$ cat config.mk
export PLATFORM = sky130hd
export DESIGN_NAME = ysyx_25040109_ifetch_axi
export DESIGN_NICKNAME = d
export VERILOG_FILES = /design/src/rtl/ysyx_25040109_ifetch_axi_pkg.sv /design/src/rtl/ysyx_25040109_ifetch_axi.sv
export SDC_FILE = /design/constraint.sdc
export NUM_CORES = 1
export LEC_CHECK = 0
export ABC_AREA = 1
export CORE_MARGIN = 3
export CORE_UTILIZATION = 40
export DETAILED_ROUTE_END_ITERATION = 16
export PLACE_DENSITY = 0.86
export SYNTH_ARGS = -nofsm -noshare
export SYNTH_HDL_FRONTEND = slang
export SYNTH_SLANG_ARGS = --single-unit
$ cat constraint.sdc
create_clock -name clock -period 3.2 [get_ports clock]
set_clock_uncertainty 0.1 [all_clocks]
set_input_delay 0.32 -clock clock [delete_from_list [all_inputs] [get_ports clock]]
set_output_delay 0.32 -clock clock [all_outputs]
set_load 0.02 [all_outputs]
$ cat src/rtl/ysyx_25040109_ifetch_axi_pkg.sv
// Shared definitions for the instruction-fetch AXI master: FSM encoding and
// the fixed AXI read-channel attributes it drives.
package ysyx_25040109_ifetch_axi_pkg;

    typedef enum logic [1:0] {
        S_AR   = 2'd0,
        S_R    = 2'd1,
        S_OUT  = 2'd2,
        S_WAIT = 2'd3
    } fetch_state_t;

    localparam logic [1:0] RESP_OKAY  = 2'b00;
    localparam logic [2:0] SIZE_WORD  = 3'b010;
    localparam logic [1:0] BURST_INCR = 2'b01;
    localparam logic [7:0] LEN_SINGLE = 8'd0;

    function automatic logic word_aligned(input logic [31:0] addr);
        return addr[1:0] == 2'b00;
    endfunction

endpackage

$ cat src/rtl/ysyx_25040109_ifetch_axi.sv
// Instruction-fetch bus master: one single-beat AXI4 read per instruction,
// result handed to the IFU under valid/ready, next PC taken from WBU commit.
module ysyx_25040109_ifetch_axi
    import ysyx_25040109_ifetch_axi_pkg::*;
#(
    parameter logic [31:0] RESET_PC = 32'h8000_0000,
    parameter logic [3:0]  ARID     = 4'h0
) (
    input  logic        clock,
    input  logic        reset,
    input  logic        npc_valid,
    input  logic [31:0] npc,
    input  logic        ifu_ready_to_mem,
    output logic [31:0] imem_rdata,
    output logic        mem_valid,
    output logic        fetch_err,
    output logic [31:0] fetch_pc,
    output logic [31:0] imem_araddr,
    output logic        imem_arvalid,
    input  logic        imem_arready,
    output logic [3:0]  imem_arid,
    output logic [7:0]  imem_arlen,
    output logic [2:0]  imem_arsize,
    output logic [1:0]  imem_arburst,
    input  logic        imem_rvalid,
    output logic        imem_rready,
    input  logic [31:0] imem_rdata_bus,
    input  logic [1:0]  imem_rresp,
    input  logic        imem_rlast,
    input  logic [3:0]  imem_rid
);

    fetch_state_t state_reg;
    logic [31:0]  fetch_pc_reg;
    logic [31:0]  rdata_reg;
    logic         err_reg;

    always_ff @(posedge clock) begin
        if (reset) begin
            state_reg    <= S_AR;
            fetch_pc_reg <= RESET_PC;
            rdata_reg    <= 32'h0;
            err_reg      <= 1'b0;
        end else begin
            case (state_reg)
                S_AR: begin
                    if (imem_arready) begin
                        state_reg <= S_R;
                    end
                end
                S_R: begin
                    if (imem_rvalid) begin
                        rdata_reg <= imem_rdata_bus;
                        err_reg   <= (imem_rresp != RESP_OKAY) | (imem_rid != ARID) | ~imem_rlast;
                        state_reg <= S_OUT;
                    end
                end
                S_OUT: begin
                    if (ifu_ready_to_mem) begin
                        state_reg <= S_WAIT;
                    end
                end
                S_WAIT: begin
                    if (npc_valid) begin
                        fetch_pc_reg <= npc;
                        // A misaligned target never reaches the bus; report it as a faulted fetch.
                        if (!word_aligned(npc)) begin
                            rdata_reg <= 32'h0;
                            err_reg   <= 1'b1;
                            state_reg <= S_OUT;
                        end else begin
                            state_reg <= S_AR;
                        end
                    end
                end
                default: state_reg <= S_AR;
            endcase
        end
    end

    assign imem_arvalid = (state_reg == S_AR);
    assign imem_rready  = (state_reg == S_R);
    assign mem_valid    = (state_reg == S_OUT);
    assign imem_araddr  = fetch_pc_reg;
    assign fetch_pc     = fetch_pc_reg;
    assign imem_rdata   = rdata_reg;
    assign fetch_err    = err_reg;

    assign imem_arid    = ARID;
    assign imem_arlen   = LEN_SINGLE;
    assign imem_arsize  = SIZE_WORD;
    assign imem_arburst = BURST_INCR;

endmodule

==> flow_metrics.tcl, run 1 <==
set metrics [dict create \
    design_area_um2 4806 \
    crit_path_start "state_reg[0]" \
    drt-total-wl_um 8602 \
    wl_per_cell_um 12.54 \
    tightest_slew_ns 0.6747 \
    grt_pass1_wl_um 13190 \
    slew_headroom_pct 55.02 \
    cp-start-kind "register" \
    fin_crit_sh_pct 73.46 \
    drt_iter0_drc 85 \
    clkTransAtPathRegs_ns 0.07 \
    placementRows 31 \
    viasPerCell 4.423 \
    power_density_nw_per_um2 506.9 \
    synth.top_cells.by_area "dfxtp_1, nand2_1, buf_4" \
    start_util_pct 42.65 \
    yosysWarnings 0 \
    cts_tree "built" \
    intPower_mw 1.642 \
    hold_class "reg2reg" \
    switching_power_uw 794.0 \
    status "complete, no violations" \
    ant_nets 0 \
    grt_overflow_total 0 \
    clock-sinks 67 \
    cts_setup_buffers 0 \
    grt_setup_unrepaired "no" \
    core_area_um2 7486 \
    setup_viol 0 \
    synthFlopType "dfxtp_1" \
    yosys.cell_count.top_type "nand2_1" \
    p_leak_nw 1.983 \
    crit_path_end_kind "register" \
    clk_latency_ns 0.33 \
    cp_max_fo 33 \
    grt_pass1_vias 2772 \
    path_class "reg2reg" \
    crit_arrival_ns 2.51 \
    root_buffer "clkbuf_8" \
    pwr-share-clk_pct 27.0 \
    gp_congestion 0.8117 \
    setup_tns_ns 0 \
    synthToLayoutAreaGrowth_pct 50.51 \
    cts_resized 0 \
    ios 194 \
    hold_buffers 0 \
    synth_cell_types 23 \
    dp_hpwl_um 6662 \
    firstDrtPassIters 4 \
    maxSlewViolCount 0 \
    cts_max_path_buffers 2 \
    worst-endpoint-required_ns 3.36 \
    async_reset_ff_share_pct 0 \
    finalHoldViolCount 0 \
    period_minus_slack_ns 2.351 \
    vdd_ir_drop_max_mv 0.3212 \
    synth_cells 451 \
    drc 0 \
    h-tree-depth 3 \
    place_area_um2 4623 \
    synth_edf_count 0 \
    r2r_start "state_reg[0]" \
    cts_inserted_buffers 9 \
    synth_area_leader_cell "dfxtp_1" \
    reg2regPathDepth 6 \
    max_freq_mhz 425.4 \
    die_area_um2 9091 \
    combPwrFrac_pct 32.1 \
    antenna_found_initial 0 \
    pwr-share-seq_pct 40.9 \
    n_fill_cell 644 \
    syn_area_um2 3193 \
    nets 660 \
    antenna_cells 0 \
    swShare_pct 32.59 \
    ys_seq_area_share_pct 42.01 \
    die_h_um 95.35 \
    drive_gt1_share_pct 6.644 \
    ys_ff_latch 67 \
    crit_end "fetch_pc[12]" \
    synth_top_cell_area_share_pct 42.01 \
    reg2reg_to "fetch_pc[12]" \
    vias 3034 \
    fp.dieW_um 95.35 \
    syn_avg_cell_area_um2 7.080 \
    grt_max_degree 55 \
    grtUsageTotal_pct 18.61 \
    io_buffers 176 \
    maxCapViolCount 0 \
    synthTopCellsByCount "nand2_1, dfxtp_1, nor2_1" \
    ff2ff_setup_slack_ns 0.85 \
]
[power groups by stage]
stage / Sequential (mW) / Combinational, mW / Clock (mW)
6_report: 0.996 / 0.781 / 0.659
5_1_grt: 1.01 / 0.855 / 0.713
4_1_cts: 0.998 / 0.789 / 0.681
3_5_place_dp: 1.02 / 0.785 / 0
3_3_place_gp: 1.01 / 0.773 / 0
2_1_floorplan: 1.10 / 0.412 / 0
[stage by stage]
step	hold WS [ns]	std cells	setup slack [ns]	util [%]	total power, mW
floorplan	0.3332	466	1.837	-	1.510
global placement	0.3614	671	0.9774	61.76	1.782
detailed placement	0.3739	671	0.8609	61.76	1.800
CTS	0.3849	686	0.8535	64.20	2.468
global route	0.4059	686	0.6356	64.20	2.577
finish	0.3819	686	0.8494	64.20	2.436
[worst min path at each step]
stage / from / to / slack [ns] / cells past startpoint
floorplan: npc[31] / fetch_pc[31] / 0.33 / 2
global placement: imem_rdata[29] / imem_rdata[29] / 0.36 / 2
detailed placement: fetch_pc[21] / fetch_pc[21] / 0.37 / 2
CTS: fetch_pc[21] / fetch_pc[21] / 0.38 / 2
global route: fetch_pc[2] / fetch_pc[2] / 0.41 / 2
finish: fetch_pc[21] / fetch_pc[21] / 0.38 / 2
[final cells by class]
type | instances | area, um^2 | share of cell area (%)
multi-input cells | 305 | 1296 | 26.97
repair buffers | 178 | 1777 | 36.97
clock inverters | 5 | 55.05 | 1.146
clock buffers | 10 | 127.6 | 2.656
flip-flops and latches | 67 | 1341 | 27.91
well taps | 99 | 123.9 | 2.577
inverters | 22 | 85.08 | 1.770
[logic make-up (layout without fill, tap and decap cells)]
group | after synthesis | after routing | synth area share, %
and+or+nand+nor | 252 | 252 | 32.88
buffers and inverters | 94 | 215 | 19.16
DFF | 67 | 67 | 42.01
AOI/OAI and AO/OA | 36 | 36 | 5.721
other | 2 | 17 | 0.2352
[per-layer routing]
layer / track usage (%) / wire, um / share of wire, %
met3: 6.314 / 866 / 10
met4: 6.851 / 86 / 1.0
met5: 0 / 0 / 0
met2: 33.24 / 4383 / 51
met1: 20.26 / 3266 / 38
[worst max-delay path: stages (launching register included)]
cell and delay, ns:
dfxtp_1 0.59, nand2_8 0.19, inv_4 0.16, nand2_2 0.38, inv_2 0.57, nand2_1 0.12
a21oi_1 0.15
[cells in the final DEF (no fill, tap or decap)]
master           Yosys  final
bufinv_16            0      1
nand2_4              3      3
nand2_2              1      1
nand2_1            160    160
conb_1               2     17
buf_4               53      2
clkdlybuf4s50_1      0    176
a21oi_1             33     33
nor2_2              14     14
inv_4                1      1
clkinvlp_4           0      2
inv_2                1      1
clkinv_1             1      1
nand3_1              4      4
nor2_8               1      1
nand2_8              1      1
o21bai_1             1      1
o21ai_0              2      2
inv_1               19     19
nand3_2              1      1
clkinv_2             0      2
clkbuf_8             0      9
clkbuf_1             7      1
nor2_1              67     67
dfxtp_1             67     67
Power figures use the tool's default switching activity.
==> run 2: changes to the inputs <==
Settings changed: CORE_UTILIZATION 40 to 34, PLACE_DENSITY 0.86 to 0.77.
Clock period 3.2 ns to 1.9 ns, I/O delays scaled along.
==> run 2 against run 1 <==
  * Register-to-register slack worse by 0.57 ns
  * Final cell count is 2.2% higher
  * Design area is 2.5% higher
  * Critical endpoint is now mem_valid
  * Largest cell class unchanged
  * Largest power group unchanged
==> flow_metrics.tcl, run 2 (synthesis results as in run 1) <==
set metrics [dict create \
    vias 3063 \
    io_buffers 176 \
    antenna_found_initial 0 \
    cts_inserted_buffers 9 \
    grt_pass1_wl_um 13080 \
    h-tree-depth 3 \
    ant_nets 0 \
    fin_util_pct 55.14 \
    tightest_slew_ns 0.5220 \
    finalHoldViolCount 0 \
    setup_viol 0 \
    grt_max_degree 47 \
    nets 665 \
    dp_hpwl_um 6710 \
    power_density_nw_per_um2 884.4 \
    drc 0 \
    met2_length_um 4253 \
    wl_per_cell_um 12.39 \
    firstDrtPassIters 4 \
    clkTransAtPathRegs_ns 0.07 \
    gp_congestion 0.7605 \
    maxSlewViolCount 0 \
    combPwrFrac_pct 31.3 \
    finalPower_mw 4.356 \
    final_cell_count_no_fill 701 \
    highest_layer "met4" \
    place_inst 685 \
    cp_max_fo 4 \
    layout_setup_ws_ns 0.1185 \
    setup_tns_ns 0 \
    place_area_um2 4697 \
    p_leak_nw 2.037 \
    mostFrequentLayoutCell "clkdlybuf4s50_1" \
    clock-sinks 67 \
    intPower_mw 2.975 \
    root_buffer "clkbuf_8" \
    grt_pass1_vias 2791 \
    grtUsageTotal_pct 15.66 \
    die_area_um2 10590 \
    drive_gt1_share_pct 7.926 \
    viasPerCell 4.369 \
    cts_max_path_buffers 2 \
    drt-total-wl_um 8685 \
    r2r_start "state_reg[0]" \
    grt_overflow_total 0 \
    drt_iter0_drc 52 \
    min_path_cells 3 \
    fp.dieW_um 102.9 \
    hold_class "in2reg" \
    holdWs_ns 0.3083 \
    synthToLayoutAreaGrowth_pct 54.27 \
    post-place-ws_ns 0.1626 \
    crit_arrival_ns 1.49 \
    swShare_pct 31.71 \
    cts_tree "built" \
    clk_latency_ns 0.33 \
    slew_headroom_pct 65.15 \
    period_minus_slack_ns 1.782 \
    placementRows 34 \
    wl_met1_um 3530 \
    die_h_um 102.9 \
    min_from "npc[15]" \
    worst-endpoint-required_ns 1.61 \
    crit_path_start "state_reg[0]" \
    switching_power_mw 1.382 \
    design_area_um2 4926 \
    grt_setup_unrepaired "no" \
    ios 194 \
    max_freq_mhz 561.3 \
    crit_path_end_kind "output pin" \
    pwr-share-clk_pct 30.4 \
    status "complete, no violations" \
    hold_buffers 0 \
    fin_crit_sh_pct 93.76 \
    antenna_cells 0 \
    core_area_um2 8934 \
    cp-start-kind "register" \
    pwr-share-seq_pct 38.3 \
    reg2regPathDepth 7 \
    maxCapViolCount 0 \
    start_util_pct 35.74 \
    final_cell_mix "clkdlybuf4s50_1, nand2_1, nor2_1" \
    wl_met3_um 728 \
    path_class "reg2out" \
    vdd_ir_drop_max_mv 0.3679 \
]
-- run 2: cell types whose count changed in the layout (fill, tap and decap cells not counted) --
cell and delta:
buf_12 +2, buf_4 +3, bufinv_16 +1, clkbuf_1 -1
clkbuf_8 +1, clkdlybuf4s50_1 -1, clkinv_2 -1, clkinv_4 +1
dfxtp_1 -1, dfxtp_4 +1, dlygate4sd2_1 +1
-- run 2: cell type report --
cell class / count / area (um^2)
repair buffers: 183 / 1838
well taps: 108 / 135.1
clock inverters: 6 / 88.84
flip-flops and latches: 67 / 1345
multi-input cells: 305 / 1296
fillers: 846 / 4008
inverters: 22 / 85.08
clock buffers: 10 / 137.6
-- run 2: worst max-delay path: stages, from the launching register on --
cell,delay (ns)
dfxtp_1,0.33
inv_1,0.11
nand2_1,0.07
inv_1,0.05
clkdlybuf4s50_1,0.61
-- run 2: timing repair --
item,CTS,global route
resized for setup,2,1
pin swaps,0,0
setup buffers,0,0
endpoints found under the setup margin,2,1
-- run 2: worst paths after layout --
| path | endpoint | slack (ns) |
|---|---|---|
| worst max-delay path | mem_valid | 0.12 |
| worst min-delay path | fetch_pc[15] | 0.31 |
| worst max register to register | fetch_pc[18] | 0.28 |
| worst min register to register | fetch_pc[25] | 0.38 |
-- run 2: power by group through the flow --
stage          clock network, mW  logic (mW)  registers [mW]
2_1_floorplan                  0       0.693            1.85
3_3_place_gp                   0        1.35            1.69
3_5_place_dp                   0        1.38            1.70
4_1_cts                     1.37        1.38            1.67
5_1_grt                     1.42        1.49            1.69
6_report                    1.32        1.36            1.67
-- run 2: metal layers --
metal,up-vias,GRT usage [%]
li1,1564,-
met1,1359,17.49
met2,128,28.12
met3,12,4.533
met4,0,5.677
met5,-,0
==> run 3: changes to the inputs <==
Settings changed: CORE_MARGIN 3 to 5, HOLD_SLACK_MARGIN set to 0.1, SLEW_MARGIN set to 5.
==> run 3 against run 2 <==
  * Critical path type unchanged
  * Non-clock buffer count shrank 1
  * Critical endpoint is now imem_rready
  * Core utilization shrank 2.1 points
  * Fmax shrank 2.3%
  * Largest cell class unchanged
  * Die area grew 7.9%
  * Critical path depth shrank 1
  * Power shrank 4.2%
  * Sequential power is essentially flat
  * Global-route usage shrank 0.76 points
  * Combinational power is essentially flat
==> flow_metrics.tcl, run 3 (synthesis results as in run 1) <==
set metrics [dict create \
    slew_headroom_pct 66.51 \
    max_freq_mhz 548.5 \
    critPathSlowestCell "clkdlybuf4s50_1" \
    ios 194 \
    layout_setup_ws_ns 0.07697 \
    hold_buffers 0 \
    fin_util_pct 53.01 \
    design_area_um2 4875 \
    nets 664 \
    drt-total-wl_um 8923 \
    placementRows 35 \
    p_leak_nw 2.036 \
    h-tree-depth 3 \
    mostFrequentLayoutCell "clkdlybuf4s50_1" \
    cts_tree "built" \
    cp-start-kind "register" \
    synthToLayoutAreaGrowth_pct 52.66 \
    drc 0 \
    maxSlewViolCount 0 \
    period_minus_slack_ns 1.823 \
    crit_path_end_kind "output pin" \
    ant_nets 0 \
    place_inst 687 \
    power_density_nw_per_um2 855.8 \
    fin_crit_sh_pct 95.95 \
    maxCapViolCount 0 \
    crit_arrival_ns 1.53 \
    clkTransAtPathRegs_ns 0.07 \
    wl_per_cell_um 12.71 \
    antenna_cells 0 \
    vdd_ir_drop_max_mv 0.3823 \
    io_buffers 176 \
    grt_pass1_vias 2794 \
    final_cell_mix "clkdlybuf4s50_1, nand2_1, nor2_1" \
    grtUsageTotal_pct 14.90 \
    setup_viol 0 \
    crit_family "buffers and inverters" \
    core_area_um2 9196 \
    path_class "reg2out" \
    fp.dieW_um 106.9 \
    final_cell_count_no_fill 702 \
    gp_congestion 0.7302 \
    tightest_slew_ns 0.5016 \
    critPathBufInv 2 \
    viasPerCell 4.325 \
    place_area_um2 4681 \
    cp_max_fo 4 \
    worst-endpoint-required_ns 1.61 \
    dp_hpwl_um 7010 \
    grt_setup_unrepaired "no" \
    cts_setup_buffers 0 \
    finalPower_mw 4.172 \
    antenna_found_initial 0 \
    setup_tns_ns 0 \
    grt_overflow_total 0 \
    root_buffer "clkbuf_8" \
    cp_slowest_stage_delay_ns 0.62 \
    clk_latency_ns 0.32 \
    hold_class "in2reg" \
    grt_pass1_wl_um 13490 \
    finalHoldViolCount 0 \
    cp_cell_sequence "inv_1 > nor2_1 > clkdlybuf4s50_1" \
    post-place-ws_ns 0.1334 \
    clock-sinks 67 \
    cts_max_path_buffers 2 \
    drt_iter0_drc 83 \
    holdWs_ns 0.3170 \
    firstDrtPassIters 4 \
    status "complete, no violations" \
    grt_max_degree 51 \
    cts_inserted_buffers 9 \
    drive_gt1_share_pct 7.614 \
    vias 3036 \
    start_util_pct 34.72 \
    die_area_um2 11430 \
    die_h_um 106.9 \
    ff2ff_setup_slack_ns 0.25 \
]
==> run 3: path summary, 6_finish.rpt <==
check	start	cells after the start	end
hold / removal	npc[11]	3	fetch_pc[11]
setup / recovery	state_reg[0]	3	imem_rready
hold reg to reg	fetch_pc[6]	2	fetch_pc[6]
setup reg to reg	state_reg[0]	7	fetch_pc[21]
==> run 3: final cells by class <==
class / count / area, um^2
clock inverters: 5 / 53.80
flip-flops and latches: 67 / 1343
multi-input cells: 305 / 1296
repair buffers: 182 / 1821
inverters: 22 / 85.08
clock buffers: 10 / 137.6
fillers: 885 / 4322
well taps: 111 / 138.9
==> run 3: power breakdown <==
group	switching, mW	total [mW]	internal, mW
registers	0.104	1.67	1.56
clock network	0.520	1.15	0.630
logic	0.727	1.36	0.628
==> run 3: worst reg2reg max path, stage by stage, from the launching register on <==
cell and delay [ns]:
dfxtp_1 0.37, buf_4 0.19, nand2_8 0.06, inv_4 0.12, nand2_2 0.07, inv_2 0.38
nand2_1 0.15, a21oi_1 0.15
==> run 3: timing repair <==
action | 4_1_cts | 5_1_grt
endpoints found under the setup margin | 2 | 1
resized for setup | 2 | 1
pin swaps | 0 | 0
==> run 3: metal layers <==
layer  wire length, um  global-route usage [%]  vias up
met2              4488                   27.29      121
li1                  -                       -     1566
met1              3492                   15.54     1341
met3               828                   5.117        8
met5                 0                       0        -
met4               114                   5.845        0
